$ cat src/rtl/reg_bus_pkg.sv
//==============================================================================
// Module      : reg_bus_pkg
// Description : Shared types and constants for the register-bus initiator:
//               FSM state encoding, default bus widths, read-latency limit.
// Revision    : 1.0 - initial release
//==============================================================================
`default_nettype none

package reg_bus_pkg;

    // FSM state encoding
    typedef enum logic [1:0] {
        ST_IDLE  = 2'd0,
        ST_WRITE = 2'd1,
        ST_READ  = 2'd2,
        ST_RESP  = 2'd3
    } state_e;

    // Default bus widths
    localparam int DEFAULT_ADDR_WIDTH  = 32;
    localparam int DEFAULT_WDATA_WIDTH = 32;
    localparam int DEFAULT_RDATA_WIDTH = 32;
    localparam int DEFAULT_CNT_WIDTH   = 16;

    // Read latency limit; the latency counter only needs to hold 0..14
    localparam int MAX_READ_LATENCY = 15;
    localparam int LAT_CNT_WIDTH    = 4;

endpackage : reg_bus_pkg

`default_nettype wire

$ cat src/rtl/reg_bus_initiator.sv
//==============================================================================
// Module      : reg_bus_initiator
// Description : Initiator for the simple register bus. Takes one command at a
//               time on a valid/ready port, drives a single write strobe or a
//               READ_LATENCY-cycle read strobe, and returns one response per
//               command. Every output comes straight from a flop.
// Revision    : 1.0 - initial release
//==============================================================================
`default_nettype none

module reg_bus_initiator
    import reg_bus_pkg::*;
#(
    parameter int ADDR_WIDTH   = DEFAULT_ADDR_WIDTH,
    parameter int WDATA_WIDTH  = DEFAULT_WDATA_WIDTH,
    parameter int RDATA_WIDTH  = DEFAULT_RDATA_WIDTH,
    parameter int READ_LATENCY = 1,
    parameter int CNT_WIDTH    = DEFAULT_CNT_WIDTH
) (
    input  logic                   clock,
    input  logic                   reset,
    // Command port
    input  logic                   cmd_valid,
    output logic                   cmd_ready,
    input  logic                   cmd_write,
    input  logic [ADDR_WIDTH-1:0]  cmd_addr,
    input  logic [WDATA_WIDTH-1:0] cmd_wdata,
    // Response port
    output logic                   rsp_valid,
    input  logic                   rsp_ready,
    output logic                   rsp_write,
    output logic [RDATA_WIDTH-1:0] rsp_rdata,
    // Register bus
    output logic [ADDR_WIDTH-1:0]  address,
    output logic                   write_enable,
    output logic [WDATA_WIDTH-1:0] write_data,
    output logic                   read_enable,
    input  logic [RDATA_WIDTH-1:0] read_data,
    // Status
    output logic                   busy,
    output logic [CNT_WIDTH-1:0]   txn_count
);

    // Reject an unsupported read latency at elaboration time
    if ((READ_LATENCY < 1) || (READ_LATENCY > MAX_READ_LATENCY)) begin : g_bad_read_latency
        $error("reg_bus_initiator: READ_LATENCY must be in 1..15");
    end

    localparam logic [LAT_CNT_WIDTH-1:0] LAT_LOAD = LAT_CNT_WIDTH'(READ_LATENCY - 1);

    state_e                   state_q;
    logic [LAT_CNT_WIDTH-1:0] lat_cnt_q;

    // Latched command; write data is latched straight into the bus register
    // since it is only needed for the single WRITE cycle
    logic                     cmd_write_q;
    logic [ADDR_WIDTH-1:0]    cmd_addr_q;

    // Registered outputs
    logic                     cmd_ready_q;
    logic                     rsp_valid_q;
    logic                     rsp_write_q;
    logic [RDATA_WIDTH-1:0]   rsp_rdata_q;
    logic [ADDR_WIDTH-1:0]    address_q;
    logic                     write_enable_q;
    logic [WDATA_WIDTH-1:0]   write_data_q;
    logic                     read_enable_q;
    logic                     busy_q;
    logic [CNT_WIDTH-1:0]     txn_count_q;
    logic [CNT_WIDTH-1:0]     txn_count_d;

    // Completed-transaction count advances by one and wraps at all-ones
    always_comb begin
        txn_count_d = txn_count_q + 1'b1;
    end

    // Command sequencing FSM with all outputs registered
    always_ff @(posedge clock or posedge reset) begin
        if (reset) begin
            state_q        <= ST_IDLE;
            lat_cnt_q      <= '0;
            cmd_write_q    <= 1'b0;
            cmd_addr_q     <= '0;
            cmd_ready_q    <= 1'b1;
            rsp_valid_q    <= 1'b0;
            rsp_write_q    <= 1'b0;
            rsp_rdata_q    <= '0;
            address_q      <= '0;
            write_enable_q <= 1'b0;
            write_data_q   <= '0;
            read_enable_q  <= 1'b0;
            busy_q         <= 1'b0;
            txn_count_q    <= '0;
        end else begin
            case (state_q)
                ST_IDLE: begin
                    if (cmd_valid) begin
                        cmd_write_q <= cmd_write;
                        cmd_addr_q  <= cmd_addr;
                        cmd_ready_q <= 1'b0;
                        busy_q      <= 1'b1;
                        address_q   <= cmd_addr;
                        if (cmd_write) begin
                            state_q        <= ST_WRITE;
                            write_enable_q <= 1'b1;
                            write_data_q   <= cmd_wdata;
                        end else begin
                            state_q       <= ST_READ;
                            read_enable_q <= 1'b1;
                            lat_cnt_q     <= LAT_LOAD;
                        end
                    end
                end

                ST_WRITE: begin
                    // Single strobe cycle, then return the bus to idle
                    write_enable_q <= 1'b0;
                    write_data_q   <= '0;
                    address_q      <= '0;
                    rsp_valid_q    <= 1'b1;
                    rsp_write_q    <= cmd_write_q;
                    rsp_rdata_q    <= '0;
                    state_q        <= ST_RESP;
                end

                ST_READ: begin
                    if (lat_cnt_q == '0) begin
                        // Last strobe cycle: sample the target's data
                        read_enable_q <= 1'b0;
                        address_q     <= '0;
                        rsp_valid_q   <= 1'b1;
                        rsp_write_q   <= cmd_write_q;
                        rsp_rdata_q   <= read_data;
                        state_q       <= ST_RESP;
                    end else begin
                        lat_cnt_q <= lat_cnt_q - 1'b1;
                        address_q <= cmd_addr_q;
                    end
                end

                ST_RESP: begin
                    if (rsp_ready) begin
                        rsp_valid_q <= 1'b0;
                        txn_count_q <= txn_count_d;
                        cmd_ready_q <= 1'b1;
                        busy_q      <= 1'b0;
                        state_q     <= ST_IDLE;
                    end
                end

                default: begin
                    state_q     <= ST_IDLE;
                    cmd_ready_q <= 1'b1;
                    busy_q      <= 1'b0;
                end
            endcase
        end
    end

    assign cmd_ready    = cmd_ready_q;
    assign rsp_valid    = rsp_valid_q;
    assign rsp_write    = rsp_write_q;
    assign rsp_rdata    = rsp_rdata_q;
    assign address      = address_q;
    assign write_enable = write_enable_q;
    assign write_data   = write_data_q;
    assign read_enable  = read_enable_q;
    assign busy         = busy_q;
    assign txn_count    = txn_count_q;

endmodule : reg_bus_initiator

`default_nettype wire
$ cat config.mk
export PLATFORM = sky130hd
export DESIGN_NAME = reg_bus_initiator
export DESIGN_NICKNAME = d
export VERILOG_FILES = /design/src/rtl/reg_bus_pkg.sv /design/src/rtl/reg_bus_initiator.sv
export SDC_FILE = /design/constraint.sdc
export NUM_CORES = 1
export LEC_CHECK = 0
export CAP_MARGIN = 5
export CORE_MARGIN = 10
export CORE_UTILIZATION = 46
export CTS_CLUSTER_DIAMETER = 80
export DETAILED_ROUTE_END_ITERATION = 12
export HOLD_SLACK_MARGIN = 0.03
export PLACE_DENSITY = 0.8
export SLEW_MARGIN = 20
export SYNTH_ARGS = -nofsm -noshare
export SYNTH_HDL_FRONTEND = slang
export SYNTH_SLANG_ARGS = --single-unit
$ cat constraint.sdc
create_clock -name clock -period 6.15 [get_ports clock]
set_input_delay 1.23 -clock clock [delete_from_list [all_inputs] [get_ports clock]]
set_output_delay 1.23 -clock clock [all_outputs]
set_load 0.02 [all_outputs]
### Yosys cells after proc, flatten, opt, wreduce, memory -nomap -nowiden

Index checks and enable logic that the tools add are counted.
W data, S select, Z words.

* add/subtract/negate cells: 2
* equality and inequality tests: 9
* multiplexer cells: 34
* reductions and logical operators: 18

Operator list (number)
* $mux W32: 5
* $pmux W32 S2: 2
* $pmux W32 S3: 1
* $add A16 B1 Y16 const B: 1
* $mux W4: 3
* $ne A2 B2 Y1 const B: 6
* $reduce_and A3 Y1: 4
* $mux W1: 11
* $pmux W1 S2: 5
* $mux W2: 4
* $pmux W2 S4: 1
* $pmux W4 S2: 1
* $reduce_and A2 Y1: 4
* $reduce_and A4 Y1: 2
* $reduce_bool A2 Y1: 4
* $reduce_bool A3 Y1: 2
* $eq A2 B2 Y1 const B: 2
* $logic_not A4 Y1: 1
* $sub A4 B1 Y4 const B: 1
* $pmux W1 S3: 1
* $eq A2 B1 Y1 const B: 1
* $logic_not A2 Y1: 1

* bits in registers: 157
* input bits: 101
* output and inout port bits: 118
* word-level logic and storage cells: 77

### Depth between registers and ports, before layout

Gate-level depths: netlist of the first run.

* depth in word-level cells: 3
* gate-level depth with buffers: 9
* mapped depth without buffers: 6

### Worst setup path after synthesis of the first run

No wires, ideal clock.

* kind: input to register
* from: input port rsp_ready
* to: register txn_count_q[15] (netlist: txn_count[15])
* setup time: 0.079 ns
* arrival: 2.161 ns
* required time: 6.071 ns
* setup slack: 3.909 ns
* cell stages on the path: 5
* cells stage by stage: nand4_1 or3_1 buf_6 nor3_2 xor2_1

* word-level cells in the longest chain between the ends: 1

RTL lines
* from (decl): line reg_bus_initiator.sv:30 `input logic rsp_ready,`
* $reduce_and A2 Y1 (no source line)
* to (signal assigned): line reg_bus_initiator.sv:144 `txn_count_q <= txn_count_d;`
* to (decl): line reg_bus_initiator.sv:69 `logic [CNT_WIDTH-1:0] txn_count_q;`

No other way between the ends.
A chain may end at the register's enable or synchronous reset.

### Worst setup path in the final report of the first run

* from: register cmd_ready_q (netlist: cmd_ready)
* to: output port cmd_ready

RTL lines
* from (decl): line reg_bus_initiator.sv:60 `logic cmd_ready_q;`
* from (signal assigned): line reg_bus_initiator.sv:84 `cmd_ready_q <= 1'b1;`
* from (signal assigned): line reg_bus_initiator.sv:100 `cmd_ready_q <= 1'b0;`
* from (signal assigned): line reg_bus_initiator.sv:145 `cmd_ready_q <= 1'b1;`
* to (decl): line reg_bus_initiator.sv:24 `output logic cmd_ready,`

No word-level cell between the ends.

==> run summary, run 1 <==
CP endpoint -> cmd_ready
WP buf/inv -> 1
Worst path cell trace -> clkdlybuf4s50_1
Post-Syn Area -> 6640 um2
CP startpoint -> cmd_ready$_DFFE_PP1P_
Pre-antenna DRT Iters -> 4
Fin Hold WS -> 468 ps
Worst-skew pair later-pin latency -> 420 ps
Syn nets -> 709
Yosys reg bits -> 157
Fin Setup TNS -> 0 ps
Diode count -> 0
Die Y -> 140 um
Register area -> 3930 um2
Crit path max fanout -> 3
Sw Pwr -> 2.23 mW
Worst Max-Slew Pin Slew -> 814 ps
Layout net count -> 915
Synth top area share -> 0.588
Post-DP HPWL -> 13.6 mm
R2R Setup Slk -> 3770 ps
GRT Resource Usage Total -> 0.186
Die width -> 140 um
# setup viols final -> 0
Sequential area share after synthesis -> 0.592
CTS Sinks -> 157
Largest net degree at the start of global routing -> 67
CP max-delay cell -> clkdlybuf4s50_1
Ports -> 219
Final period util -> 0.460
Cts-stage hold buffer count -> 0
Reg-to-Reg Start -> lat_cnt_q[0]$_DFFE_PP0P_
Max-slew violations -> 0
Die area -> 19600 um2
Most used flip-flop cell after synthesis -> dfrtp_1
Number of vias per cell -> 5.35
Maximum clock frequency -> 0.354 GHz
CP Launch Type -> flop
DR vias -> 5344
Crit path max-delay family -> buffers and inverters
Clock power frac -> 0.182
Mean routed wirelength per cell -> 18.7 um
Total wire length -> 18.6 mm
Slowest stage delay, CP -> 620 ps
First-pass GRT wire length -> 29.8 mm
Layout Skew -> 5.70 ps
Fill cell count -> 1020
Grt ovf -> 0
Leakage -> 4.13 nW
Clk buf depth -> 2
Core ar. -> 14000 um2
Initial antenna violation count -> 0
Critical path class -> flop to primary output
Synth top area cells -> dfrtp_1 59%, mux2_2 5.9%, a22o_1 4.4%, o21ai_0 3.5%, nand2b_1 3.4%
Netlist cell types -> 35
RSZ-0062 raised after global routing -> no
Number of global-route vias before repair -> 5691
IO buf count -> 218
FFs w/ async S/R, synth -> 1.00
Req. time, crit path -> 4920 ps
Yosys top cell by area -> dfrtp_1
Seq pwr share -> 0.321
Post-CTS Setup Inserts -> 0
Period minus WS final -> 2830 ps
Status -> completed
Synth warn -> 0
Crit. End Element -> primary output
Worst reg2reg path endpoint -> rsp_write$_DFFE_PP0P_
Avg Cell Area, Syn -> 11.1 um2
# rows -> 43
HP Class -> flop to flop
Int Power -> 3.37 mW
Pwr Density -> 584 nW/um2
Max Cap Violations -> 0
Stages on worst setup path -> 1
Commonest cells post-synth -> 156 x dfrtp_1, 50 x nand2_1, 46 x o21ai_0
Drt drc -> 0
Worst slew margin -> 0.457
CTS root buffer -> clkbuf_16
H-tree lvl count -> 4
Initial Util -> 0.474
Iter 0 DRT Violations -> 242
Reg clk slew, reported paths -> 60 ps
Arr. time, crit path -> 1600 ps
Logic pwr share -> 0.497
RePlAce Congestion -> 0.837
P&R area growth vs syn -> 44.3%
Final Hold Vio Count -> 0
Layout cell share with drive strength beyond 1 -> 0.104
Worst ir drop on vdd -> 0.327 mV
Post-Syn Instances -> 600
CTS tree -> done
Area taken by multi-input logic gates -> 2530 um2
R2r worst-path depth -> 7
Dominant cell by count in the synthesized netlist -> dfrtp_1
Routed Antenna Nets -> 0
Post_cts resized -> 0
EDFF count, synth -> 0
Clock buffer count from CTS -> 17
Sw Ratio -> 0.398
==> stage by stage <==
| step | setup slack (ps) | instance area (um2) | utilization | std cells | power [mW] |
|---|---|---|---|---|---|
| 2_1_floorplan | 687 | 6640 | - | 600 | 3.46 |
| 6_report | 3320 | 9580 | 0.685 | 998 | 5.59 |
| 4_1_cts | 3070 | 9560 | 0.684 | 998 | 5.64 |
| 3_3_place_gp | 2960 | 8940 | 0.639 | 965 | 4.42 |
| 3_5_place_dp | 2920 | 8990 | 0.642 | 967 | 4.59 |
| 5_1_grt | 3290 | 9580 | 0.685 | 998 | 5.97 |
==> routing by layer <==
layer  vias up  GRT usage  share of wire
li1       2484          -              -
met3        22     0.0680          0.077
met1      2636      0.218           0.42
met2       202      0.307           0.48
met5         -          0              0
met4         0     0.0674          0.016
==> cells in the final DEF, fill, tap and decap left out, types with 2 or more instances in the layout <==
cell type and instances:
a22o_1 33, bufinv_16 2, o21ai_0 46, or3_1 2
clkinvlp_4 4, nor2b_1 32, nand3_1 5, clkdlybuf4s50_1 218
inv_1 12, clkbuf_8 2, a31oi_1 33, a21oi_1 36
nand2b_1 36, xor2_1 7, clkinv_2 4, dfrtp_1 156
nand2_1 49, ha_1 6, buf_4 5, nor3_2 2
nor2_1 43, xnor2_1 8, clkbuf_16 17, nand4_1 3
mux2_2 35
==> state kept, by name, summed over array words and instances, names as in the netlist <==
| register | count |
|---|---|
| txn_count | 16 |
| rsp_write | 1 |
| read_enable | 1 |
| busy | 1 |
| lat_cnt_q | 4 |
| rsp_valid | 1 |
| write_data | 32 |
| write_enable | 1 |
| rsp_rdata | 32 |
| cmd_write_q | 1 |
| cmd_addr_q | 32 |
| address | 32 |
| cmd_ready | 1 |
| state_q | 2 |
==> power by group through the flow <==
stage / Clock (mW) / Sequential (mW) / Combinational (mW)
finish: 1.02 / 1.80 / 2.78
global route: 1.08 / 1.84 / 3.04
CTS: 1.04 / 1.79 / 2.81
detailed placement: 0 / 1.80 / 2.79
global placement: 0 / 1.78 / 2.64
floorplan: 0 / 2.13 / 1.33
==> area by class of cell <==
type	instances	share of cell area
clock inverter	11	0.0124
sequential	157	0.410
inverter	13	0.00562
clock buffer	20	0.0477
timing repair buffer	225	0.236
multi-input combinational	392	0.264
tap	180	0.0235
==> cells by family after synthesis <==
group,synth area share
buffers and inverters,0.0326
multiplexers,0.0609
AO/OA/AOI/OAI,0.143
flip-flops,0.592
adder cells (fa/ha/maj),0.0151
XOR/XNOR,0.0198
AND/OR/NAND/NOR,0.136
==> worst min path at each step <==
stage | startpoint | to | slack, ps | cells after the start
after detailed placement | txn_count[15]$_DFFE_PP0P_ | txn_count[15]$_DFFE_PP0P_ | 460 | 1
after global placement | write_data[27]$_DFFE_PP0P_ | write_data[27]$_DFFE_PP0P_ | 460 | 2
final | txn_count[15]$_DFFE_PP0P_ | txn_count[15]$_DFFE_PP0P_ | 470 | 1
after global routing | txn_count[15]$_DFFE_PP0P_ | txn_count[15]$_DFFE_PP0P_ | 480 | 1
after CTS | txn_count[15]$_DFFE_PP0P_ | txn_count[15]$_DFFE_PP0P_ | 470 | 1
after floorplan | cmd_write_q$_DFFE_PP0P_ | cmd_write_q$_DFFE_PP0P_ | 450 | 2
(Power assumes the default switching activity.)
==> inputs of run 2 (changes only) <==
--- a/config.mk
+++ b/config.mk
@@ -7,11 +7,11 @@
 export LEC_CHECK = 0
 export CAP_MARGIN = 5
 export CORE_MARGIN = 10
-export CORE_UTILIZATION = 46
+export CORE_UTILIZATION = 42
 export CTS_CLUSTER_DIAMETER = 80
 export DETAILED_ROUTE_END_ITERATION = 12
 export HOLD_SLACK_MARGIN = 0.03
-export PLACE_DENSITY = 0.8
+export PLACE_DENSITY = 0.77
 export SLEW_MARGIN = 20
 export SYNTH_ARGS = -nofsm -noshare
 export SYNTH_HDL_FRONTEND = slang
==> constraint.sdc (replaced) <==
create_clock -name clock -period 2.34 [get_ports clock]
set_input_delay 0.468 -clock clock [delete_from_list [all_inputs] [get_ports clock]]
set_output_delay 0.468 -clock clock [all_outputs]
set_load 0.02 [all_outputs]
==> run 2 against run 1 <==
  * Final cell count increased by 3.8%
  * Setup slack worse by 3000 ps
  * Clock power rose to 2.8 times the previous value
  * Cell area increased by 1.9%
  * Critical path type unchanged
  * Largest cell class unchanged
  * Global-route usage down 1.4 points
  * Sequential share of layout area decreased by 0.75 points
  * Clock-buffer cell count did not move
  * Worst hold slack gained 2.0 ps
==> run summary, run 2 (synthesis results as in run 1) <==
Status -> completed
Worst reg2reg path endpoint -> lat_cnt_q[2]$_DFFE_PP0P_
Max Cap Violations -> 0
Clk buf depth -> 2
Initial Util -> 0.432
Worst-skew pair later-pin latency -> 410 ps
Leakage -> 4.21 nW
P&R area growth vs syn -> 47.0%
# setup viols final -> 0
Final Hold Vio Count -> 0
Most common cell after layout, fill and taps aside -> clkdlybuf4s50_1
Crit path max-delay family -> buffers and inverters
Worst Max-Slew Pin Slew -> 615 ps
First-pass GRT wire length -> 30.0 mm
Maximum clock frequency -> 0.487 GHz
Ports -> 219
Post_cts resized -> 0
GRT Resource Usage Total -> 0.172
Post-CTS Setup Inserts -> 0
Initial antenna violation count -> 1
Worst slew margin -> 0.590
Reg-to-Reg Start -> state_q[0]$_DFFE_PP0P_
WP buf/inv -> 1
CTS root buffer -> clkbuf_16
Commonest cells after routing, fill and taps aside -> 218 x clkdlybuf4s50_1, 156 x dfrtp_1, 49 x nand2_1
Routed Antenna Nets -> 0
# rows -> 45
Logic pwr share -> 0.494
Slowest stage delay, CP -> 640 ps
Sw Pwr -> 5.80 mW
Layout net count -> 922
Grt ovf -> 0
Layout Skew -> 6.48 ps
Clock buffer count from CTS -> 17
Pwr Density -> 1530 nW/um2
Iter 0 DRT Violations -> 232
CP max-delay cell -> clkdlybuf4s50_1
DR vias -> 5238
Total wire length -> 18.3 mm
Clock power frac -> 0.193
Number of global-route vias before repair -> 5428
Worst path cell trace -> clkdlybuf4s50_1
Fin Setup TNS -> 0 ps
Crit path max fanout -> 3
Period minus WS final -> 2050 ps
Core ar. -> 15400 um2
CTS Sinks -> 157
HP Class -> input port to asynchronous set/reset pin
Number of vias per cell -> 5.06
Post-DP HPWL -> 13.6 mm
H-tree lvl count -> 4
Pre-antenna DRT Iters -> 4
Req. time, crit path -> 1870 ps
Sw Ratio -> 0.388
Arr. time, crit path -> 1580 ps
Reg clk slew, reported paths -> 60 ps
Diode count -> 0
R2R Setup Slk -> 320 ps
DP Area -> 9140 um2
Final period util -> 0.877
Max-slew violations -> 0
Worst ir drop on vdd -> 0.791 mV
Die Y -> 146 um
Seq pwr share -> 0.313
Layout cell share with drive strength beyond 1 -> 0.110
RSZ-0062 raised after global routing -> no
Mean routed wirelength per cell -> 17.6 um
Die area -> 21200 um2
R2r worst-path depth -> 6
Cts-stage hold buffer count -> 0
Critical path class -> flop to primary output
Largest net degree at the start of global routing -> 67
CP Launch Type -> flop
Die width -> 146 um
Drt drc -> 0
Fill cell count -> 1204
Fin Hold WS -> 470 ps
Final instance area -> 9760 um2
Crit. End Element -> primary output
CTS tree -> done
Int Power -> 9.16 mW
RePlAce Congestion -> 0.883
IO buf count -> 218
## run 2: how the worst max path moves through the flow
stage                            from  depth (start not counted)                   endpoint  slack [ps]
2_1_floorplan                   reset                          1     address[0]$_DFFE_PP0P_        -110
3_3_place_gp                rsp_ready                          5  txn_count[15]$_DFFE_PP0P_         330
3_5_place_dp                cmd_valid                          5   lat_cnt_q[2]$_DFFE_PP0P_         230
4_1_cts         cmd_ready$_DFFE_PP1P_                          1                  cmd_ready         250
5_1_grt        state_q[1]$_DFFE_PP0P_                          6   lat_cnt_q[2]$_DFFE_PP0P_         170
6_report        cmd_ready$_DFFE_PP1P_                          1                  cmd_ready         290
## run 2: power groups by stage
stage	clock network (mW)	registers, mW	logic [mW]
finish	2.88	4.69	7.39
floorplan	0	5.60	3.49
global placement	0	4.66	7.22
detailed placement	0	4.71	7.50
CTS	2.96	4.69	7.52
global route	3.09	4.83	8.07
## run 2: metrics by stage
stage	worst slack, ps	utilization	power, mW	cells
6_report	287	0.635	15.0	1036
5_1_grt	174	0.635	16.0	1036
4_1_cts	249	0.635	15.2	1036
3_5_place_dp	229	0.594	12.2	1005
3_3_place_gp	334	0.594	11.9	1005
2_1_floorplan	-114	-	9.09	600
## run 2: cell type report
cell class / count / area [um2] / area share
Inverter: 13 / 52.6 / 0.00539
Multi-Input combinational cell: 392 / 2510 / 0.258
Clock inverter: 11 / 165 / 0.0169
Sequential cell: 157 / 3930 / 0.403
Timing Repair Buffer: 232 / 2370 / 0.243
Tap cell: 211 / 264 / 0.0271
Clock buffer: 20 / 457 / 0.0468
## run 2: per-layer routing
layer  track usage  wire, um
met5             0        17
met4        0.0541       243
met3        0.0640      1420
met2         0.283      9080
met1         0.205      7510
==> inputs of run 3 (changes only) <==
--- a/config.mk
+++ b/config.mk
@@ -6,7 +6,6 @@
 export NUM_CORES = 1
 export LEC_CHECK = 0
 export CAP_MARGIN = 5
-export CORE_MARGIN = 10
 export CORE_UTILIZATION = 42
 export CTS_CLUSTER_DIAMETER = 80
 export DETAILED_ROUTE_END_ITERATION = 12
==> run 3 against run 2 <==
  * Die area fell by 23%
  * Clock power fell by 3%
  * Flip-flop and latch count did not move
  * Largest cell class unchanged
  * First-iteration DRC count rose by 33%
  * Critical endpoint is now lat_cnt_q[2]$_DFFE_PP0P_
==> run summary, run 3 (synthesis results as in run 1) <==
Logic pwr share -> 0.498
Sw Pwr -> 5.78 mW
Die Y -> 128 um
Maximum clock frequency -> 0.484 GHz
Cts-stage hold buffer count -> 0
Post-DP HPWL -> 11.3 mm
Diode count -> 0
Post-CTS Setup Inserts -> 0
Layout Skew -> 5.96 ps
RePlAce Congestion -> 0.766
Commonest cells after routing, fill and taps aside -> 218 x clkdlybuf4s50_1, 156 x dfrtp_1, 49 x nand2_1
Hold Crit Depth -> 2
Sw Ratio -> 0.389
Pre-antenna DRT Iters -> 4
Iter 0 DRT Violations -> 308
DR vias -> 5283
Post-Route Utilization -> 0.634
Ports -> 219
Clk buf depth -> 2
CTS tree -> done
# rows -> 45
Routed Antenna Nets -> 0
Drt drc -> 0
Layout net count -> 922
H-tree lvl count -> 4
Req. time, crit path -> 2660 ps
Final Hold Vio Count -> 0
Pwr Density -> 1530 nW/um2
IO buf count -> 218
RSZ-0062 raised after global routing -> no
Arr. time, crit path -> 2380 ps
CTS Sinks -> 157
Post_cts resized -> 0
Fin Setup TNS -> 0 ps
HP Class -> flop to flop
Clock buffer count from CTS -> 17
Int Power -> 9.07 mW
Number of vias per cell -> 5.09
Pwr Total -> 14.8 mW
Period minus WS final -> 2060 ps
Worst-skew pair later-pin latency -> 410 ps
Mean routed wirelength per cell -> 15.9 um
Number of global-route vias before repair -> 5329
Max-slew violations -> 0
Worst ir drop on vdd -> 0.828 mV
P&R area growth vs syn -> 46.3%
Status -> completed
Most common cell after layout, fill and taps aside -> clkdlybuf4s50_1
Dpl ws -> 181 ps
Layout cell share with drive strength beyond 1 -> 0.109
Initial antenna violation count -> 0
Initial Util -> 0.433
Core ar. -> 15300 um2
Total wire length -> 16.5 mm
GRT Resource Usage Total -> 0.208
Crit path max fanout -> 11
Max Cap Violations -> 0
First-pass GRT wire length -> 26.5 mm
Largest net degree at the start of global routing -> 107
Leakage -> 4.20 nW
Worst Max-Slew Pin Slew -> 606 ps
# setup viols final -> 0
DP Area -> 9110 um2
Clock power frac -> 0.188
CP Launch Type -> flop
Die area -> 16300 um2
Worst slew margin -> 0.596
Final instance area -> 9710 um2
Die width -> 128 um
Final period util -> 0.882
Grt ovf -> 0
Final setup margin -> 275 ps
R2r worst-path depth -> 6
CTS root buffer -> clkbuf_16
Reg clk slew, reported paths -> 60 ps
Critical path class -> flop to flop
Seq pwr share -> 0.314
Crit. End Element -> flop
==> run 3: cell types whose count changed in the layout (fill, tap and decap cells not counted) <==
cell        before  now
clkbuf_1         1    3
clkinv_4         1    2
buf_4            7    9
bufinv_16        4    3
buf_12           7    5
clkinvlp_4       2    1
==> run 3: power by group through the flow <==
stage / logic [mW] / registers, mW / clock network [mW]
final: 7.39 / 4.67 / 2.79
after global routing: 8.04 / 4.82 / 2.97
after CTS: 7.45 / 4.68 / 2.85
after detailed placement: 7.41 / 4.71 / 0
after global placement: 7.19 / 4.64 / 0
after floorplan: 3.49 / 5.60 / 0
==> run 3: path summary, 6_finish.rpt <==
check	startpoint	slack, ps	to
hold reg to reg	write_data[27]$_DFFE_PP0P_	480	write_data[27]$_DFFE_PP0P_
max in group asynchronous	reset	1300	write_data[31]$_DFFE_PP0P_
setup reg to reg	state_q[1]$_DFFE_PP0P_	280	lat_cnt_q[2]$_DFFE_PP0P_
hold / removal	write_data[27]$_DFFE_PP0P_	480	write_data[27]$_DFFE_PP0P_
setup / recovery	state_q[1]$_DFFE_PP0P_	280	lat_cnt_q[2]$_DFFE_PP0P_
min in group asynchronous	reset	530	lat_cnt_q[0]$_DFFE_PP0P_
==> run 3: worst max-delay path: stages (launching register included) <==
cell     delay [ps]
dfrtp_1         400
inv_1           130
ha_1            380
nand2_1         170
a22o_1          270
or3_1           380
o21ai_0         230
==> run 3: layer usage <==
layer | vias to the layer above | part of all wire | global-route usage | routed length (um)
li1 | 2502 | - | - | -
met1 | 2548 | 0.42 | 0.256 | 6930
met2 | 192 | 0.48 | 0.347 | 7990
met3 | 41 | 0.068 | 0.0563 | 1120
met4 | 0 | 0.027 | 0.0879 | 438
met5 | - | 0 | 0 | 0
==> run 3: area by class of cell <==
| cell class | instances | area [um2] |
|---|---|---|
| fillers | 1205 | 5600 |
| flip-flops and latches | 157 | 3930 |
| multi-input cells | 392 | 2510 |
| repair buffers | 232 | 2350 |
| clock buffers | 22 | 464 |
| well taps | 211 | 264 |
| clock inverters | 10 | 136 |
| inverters | 13 | 52.6 |
==> run 3: through the flow <==
step	hold WS (ps)	instances
global route	502	1037
global placement	460	1005
detailed placement	469	1005
CTS	482	1037
finish	475	1037
floorplan	446	600
